<file path="config.mk">
export PLATFORM = sky130hd
export DESIGN_NAME = led7seg_595_scan_ctrl
export DESIGN_NICKNAME = d
export VERILOG_FILES = /design/src/rtl/led7seg_595_scan_ctrl.sv
export SDC_FILE = /design/constraint.sdc
export NUM_CORES = 1
export LEC_CHECK = 0
export CAP_MARGIN = 20
export CORE_UTILIZATION = 40
export CTS_BUF_LIST = sky130_fd_sc_hd__clkbuf_4
export CTS_CLUSTER_SIZE = 30
export DETAILED_ROUTE_END_ITERATION = 16
export PLACE_DENSITY_LB_ADDON = 0.05
export SYNTH_ARGS = -nofsm -noshare
export SYNTH_HDL_FRONTEND = slang
export SYNTH_SLANG_ARGS = --single-unit
</file>
<file path="constraint.sdc">
create_clock -name clk -period 7.47 [get_ports clk]
set_input_delay 1.494 -clock clk [delete_from_list [all_inputs] [get_ports clk]]
set_output_delay 1.494 -clock clk [all_outputs]
set_load 0.1 [all_outputs]
</file>
<file path="src/rtl/led7seg_595_scan_ctrl.sv">
// Eight-digit 7-segment scanner driving a 74HC595 pair: {seg, sel} words shifted MSB first.
// Define LED7SEG_LEADING_ZERO_BLANK_EN to blank leading zero digits (digit 0 always shown).
module led7seg_595_scan_ctrl #(
    parameter int unsigned CLK_DIV = 4
) (
    input  logic       clk,
    input  logic       rst,
    input  logic       en,
    input  logic       wr_en,
    input  logic [2:0] wr_addr,
    input  logic [4:0] wr_data,
    output logic       sclk,
    output logic       rclk,
    output logic       dio,
    output logic       busy,
    output logic       frame_done
);

    typedef enum logic [2:0] {StIdle, StLoad, StShLo, StShHi, StLtHi, StLtLo} state_e;

    localparam logic [7:0] DivLast = 8'(CLK_DIV - 1);

    state_e      state;
    logic [2:0]  digit;
    logic [7:0]  div;
    logic [3:0]  bitcnt;
    logic [14:0] shreg;
    logic [4:0]  shadow [8];
    logic [4:0]  active [8];

    logic [4:0]  cur;
    logic [7:0]  seg;
    logic [15:0] word;

    function automatic logic [7:0] hex2seg(input logic [3:0] h);
        case (h)
            4'h0: hex2seg = 8'hC0;
            4'h1: hex2seg = 8'hF9;
            4'h2: hex2seg = 8'hA4;
            4'h3: hex2seg = 8'hB0;
            4'h4: hex2seg = 8'h99;
            4'h5: hex2seg = 8'h92;
            4'h6: hex2seg = 8'h82;
            4'h7: hex2seg = 8'hF8;
            4'h8: hex2seg = 8'h80;
            4'h9: hex2seg = 8'h90;
            4'hA: hex2seg = 8'h88;
            4'hB: hex2seg = 8'h83;
            4'hC: hex2seg = 8'hC6;
            4'hD: hex2seg = 8'hA1;
            4'hE: hex2seg = 8'h86;
            default: hex2seg = 8'h8E;
        endcase
    endfunction

`ifdef LED7SEG_LEADING_ZERO_BLANK_EN
    logic blank;
    logic lead;

    // A digit is blank while it and every digit above it are plain zero.
    always_comb begin
        lead  = 1'b1;
        blank = 1'b0;
        for (int i = 7; i >= 1; i--) begin
            lead = lead && (active[i] == 5'd0);
            if (digit == 3'(i)) blank = lead;
        end
    end
`endif

    // Digit 0 reads shadow directly since active is being refreshed in that same LOAD cycle.
    always_comb begin
        cur = (digit == 3'd0) ? shadow[0] : active[digit];
        seg = hex2seg(cur[3:0]);
        if (cur[4]) seg[7] = 1'b0;
`ifdef LED7SEG_LEADING_ZERO_BLANK_EN
        if (blank) seg = 8'hFF;
`endif
        word = {seg, 8'd1 << digit};
    end

    always_ff @(posedge clk) begin
        if (rst) begin
            for (int i = 0; i < 8; i++) shadow[i] <= '0;
        end else if (wr_en) begin
            shadow[wr_addr] <= wr_data;
        end
    end

    always_ff @(posedge clk) begin
        if (rst) begin
            state      <= StIdle;
            digit      <= '0;
            div        <= '0;
            bitcnt     <= '0;
            shreg      <= '0;
            sclk       <= 1'b0;
            rclk       <= 1'b0;
            dio        <= 1'b0;
            busy       <= 1'b0;
            frame_done <= 1'b0;
            for (int i = 0; i < 8; i++) active[i] <= '0;
        end else begin
            frame_done <= 1'b0;
            unique case (state)
                StIdle: begin
                    if (en) begin
                        state <= StLoad;
                        busy  <= 1'b1;
                    end
                end
                StLoad: begin
                    if (digit == 3'd0) active <= shadow;
                    shreg  <= word[14:0];
                    dio    <= word[15];
                    div    <= '0;
                    bitcnt <= '0;
                    state  <= StShLo;
                end
                StShLo: begin
                    if (div == DivLast) begin
                        div   <= '0;
                        sclk  <= 1'b1;
                        state <= StShHi;
                    end else begin
                        div <= div + 8'd1;
                    end
                end
                StShHi: begin
                    if (div == DivLast) begin
                        div  <= '0;
                        sclk <= 1'b0;
                        if (bitcnt == 4'd15) begin
                            dio   <= 1'b0;
                            rclk  <= 1'b1;
                            state <= StLtHi;
                        end else begin
                            bitcnt <= bitcnt + 4'd1;
                            dio    <= shreg[14];
                            shreg  <= {shreg[13:0], 1'b0};
                            state  <= StShLo;
                        end
                    end else begin
                        div <= div + 8'd1;
                    end
                end
                StLtHi: begin
                    if (div == DivLast) begin
                        div   <= '0;
                        rclk  <= 1'b0;
                        state <= StLtLo;
                    end else begin
                        div <= div + 8'd1;
                    end
                end
                StLtLo: begin
                    if (div == DivLast) begin
                        div        <= '0;
                        digit      <= digit + 3'd1;
                        frame_done <= (digit == 3'd7);
                        if (en) begin
                            state <= StLoad;
                        end else begin
                            state <= StIdle;
                            busy  <= 1'b0;
                        end
                    end else begin
                        div <= div + 8'd1;
                    end
                end
                default: state <= StIdle;
            endcase
        end
    end

endmodule
</file>
==> out/metrics.csv <==
stage,metric,value,unit
timing,period_share,47.2,%
grt,antenna_found_initial,0,
synth,syn_area,0.00530,mm2
synth,yosys.cell_types.count,51,
placement,place_congestion,0.769,
worst_hold_path,holdPathStages,2,
synth,synth_seq_area_share,44.6,%
cts,cts_buffers,17,
final_layout,final_area,0.00578,mm2
pwr,ir_worst_vdd,0.0977,mV
placement,placed_area,0.00552,mm2
floorplanning,dieWidth,117,um
synth,syn_avg_cell_area,8.70,um2
timing,maxSlewHeadroom,34.7,%
floorplanning,die-area,0.0137,mm2
cts,clk_pin_slew,100,ps
floorplanning,placeableCoreArea,0.0128,mm2
routing,wirelength,12.1,mm
floorplanning,ios,17,
setup_path,critPathKind,reg2out,
synth,ys_ff_latch,118,
placement,port_buffers,16,
cts,worstSkewPairLatency,530,ps
setup_path,crit_chain,clkdlybuf4s50_1,
setup_path,crit_fanout,3,
routing,vias,4123,
synth,syn_nets,636,
final_layout,stdcell_count,787,
setup_path,cp_data_arrival_time,2040,ps
worst_hold_path,min_from,active[9],
flow_run,cap_viol_max_count,0,
cts,cts_setup_buffers,0,
setup_path,rrSetupSlack,4100,ps
floorplanning,die_h,117,um
worst_hold_path,hp-class,reg2reg,
cts,hold_buffers,0,
synth,yosys.area.top_type_share,44.6,%
timing,tightest_slew,971,ps
grt,grt_pass1_wl,20.3,mm
placement,dpl.hpwl,8.24,mm
final_layout,antennaDiodeCount,0,
cts,cts_tree,done,
setup_path,crit_family,buffers and inverters,
worst_hold_path,worstHoldEndpoint,active[9],
pwr,leakagePower,2.12,nW
final_layout,nets,630,
cts,cts_max_path_buffers,2,
routing,antenna_left,0,
final_layout,drive_above_1_share,8.29,%
setup_path,critPathLaunchType,flop,
timing,rsz0062_at_grt,no,
floorplanning,rows,41,
timing,finalCriticalPeriod,3530,ps
grt,grt_overflow,0,
routing,via_per_inst,5.24,
setup_path,reg2reg_to,shreg[12],
setup_path,r2r-start,digit[0],
routing,drc,0,
floorplanning,initial_utilization,41.5,%
routing,dr.pass1.iters,4,
routing,wire_per_inst,15.4,um
synth,synth_most_common_cell,dfxtp_1,
timing,setup_viol,0,
setup_path,critPathRequiredTime,5980,ps
routing,drt_iter0_drc,188,
timing,fin_skew,17.8,ps
setup_path,worstRegToRegCells,10,
timing,fin_tns_setup,0,ps
grt,grt_max_degree,66,
synth,synthFlopType,dfxtp_1,
pwr,powerDensity,226,mW/mm2
synth,yosysWarnings,0,
setup_path,cp_slowest_stage_delay,1140,ps
setup_path,cp-end-kind,output pin,
cts,root_buffer,clkbuf_4,
placement,dp.cells,756,
final_layout,nFillCells,1269,
synth,synth_top_cell_by_area,dfxtp_1,
outcome,status,"finished, final reports clean",
grt,grt_pass1_vias,3858,
final_layout,area_growth,8.97,%
cts,htreeDepth,4,
synth,netlist_instances,609,
grt,grtUsageTotal,20.0,%
timing,slew_viol_final,0,
setup_path,timing.critical_path.slowest_stage_cell,clkdlybuf4s50_1,
timing,timing.final.hold_violations,0,
cts,cts.sinks,118,
synth,ys_top_cells_by_count,"118 x dfxtp_1, 107 x nand2_1, 71 x nor2_1",
synth,synth.top_cells.by_area,"dfxtp_1 45%, mux2i_1 10%, nand2_1 7.6%, a21oi_1 5.2%, nor2_1 5.0%",
cts,cts_resized,0,
synth,synth_edf_count,0,
timing,fmax,283,MHz
synth,async_flop_share,0,%
setup_path,worst-path-buf-inv,1,
==> cells in the final DEF (no fill, tap or decap), types with 3 or more instances in the layout <==
cell type	netlist	final
nand4_1	4	4
and3_1	7	7
ha_1	15	15
a31oi_1	4	4
o22ai_1	4	4
clkbuf_4	0	19
nand2_1	107	107
nor3b_1	7	7
mux4_2	6	6
o21ai_0	9	9
a22oi_1	6	6
xnor2_1	3	3
a311oi_1	10	10
clkdlybuf4s50_1	0	15
nand3_1	14	14
nor2b_1	5	5
a21oi_1	55	55
buf_4	2	6
nand2b_1	3	3
nand3b_1	4	4
inv_1	7	7
a211oi_1	4	4
nor3_1	11	11
clkinv_2	0	6
nand4b_1	3	3
mux2i_1	53	53
dfxtp_1	118	118
nor2_1	71	71
==> layer usage <==
metal  GRT usage [%]  share of wire [%]  vias up
li1                -                  -     2113
met1            25.5                 48     1936
met2            32.4                 48       59
met3            4.63                2.7       15
met4            8.78                1.4        0
met5               0                  0        -
==> worst max path at each step <==
stage / slack (ps) / start / cells after the start / end
6_report: 3940 / busy / 1 / busy
3_3_place_gp: 4100 / wr_addr[1] / 5 / shadow[19]
3_5_place_dp: 4000 / wr_addr[1] / 5 / shadow[18]
5_1_grt: 3730 / digit[0] / 10 / shreg[12]
4_1_cts: 3850 / busy / 1 / busy
2_1_floorplan: 4630 / wr_addr[1] / 5 / shadow[15]
==> registers in the layout, indices dropped and copies added, names as in the netlist, 3 cells and up <==
signal / cells
active: 40
shreg: 15
div: 8
digit: 3
bitcnt: 4
state: 3
shadow: 40
==> cell families (layout without fill, tap and decap cells) <==
family | count (synthesis) | in the layout | synth area share, %
DFF | 118 | 118 | 44.6
buffers and inverters | 54 | 60 | 4.15
and+or+nand+nor | 246 | 246 | 20.5
muxes | 62 | 62 | 13.5
AOI/OAI and AO/OA | 109 | 109 | 13.0
xor gates and xnor gates | 5 | 5 | 0.826
adders and majority gates | 15 | 15 | 3.54
==> metrics by stage <==
step                total power [mW]  hold slack (ps)  util, %  setup slack, ps
finish                          1.30              458     45.2             3940
global route                    1.38              474     45.2             3730
CTS                             1.32              459     45.2             3850
detailed placement             0.886              445     43.2             4000
global placement               0.885              439     43.2             4100
floorplan                      0.834              431        -             4630
==> report_power, final <==
| group | internal (mW) | switching (mW) |
|---|---|---|
| combinational | 0.0587 | 0.134 |
| sequential | 0.654 | 0.0220 |
| clock | 0.198 | 0.237 |
==> cell type report <==
cell class	instances	area [um2]	share of cell area (%)
Multi-Input combinational cell	437	2720	47.1
Sequential cell	118	2360	40.9
Tap cell	172	215	3.73
Timing Repair Buffer	21	195	3.38
Clock buffer	19	143	2.47
Clock inverter	12	113	1.95
Inverter	8	30.0	0.520
(Power assumes the default switching activity.)
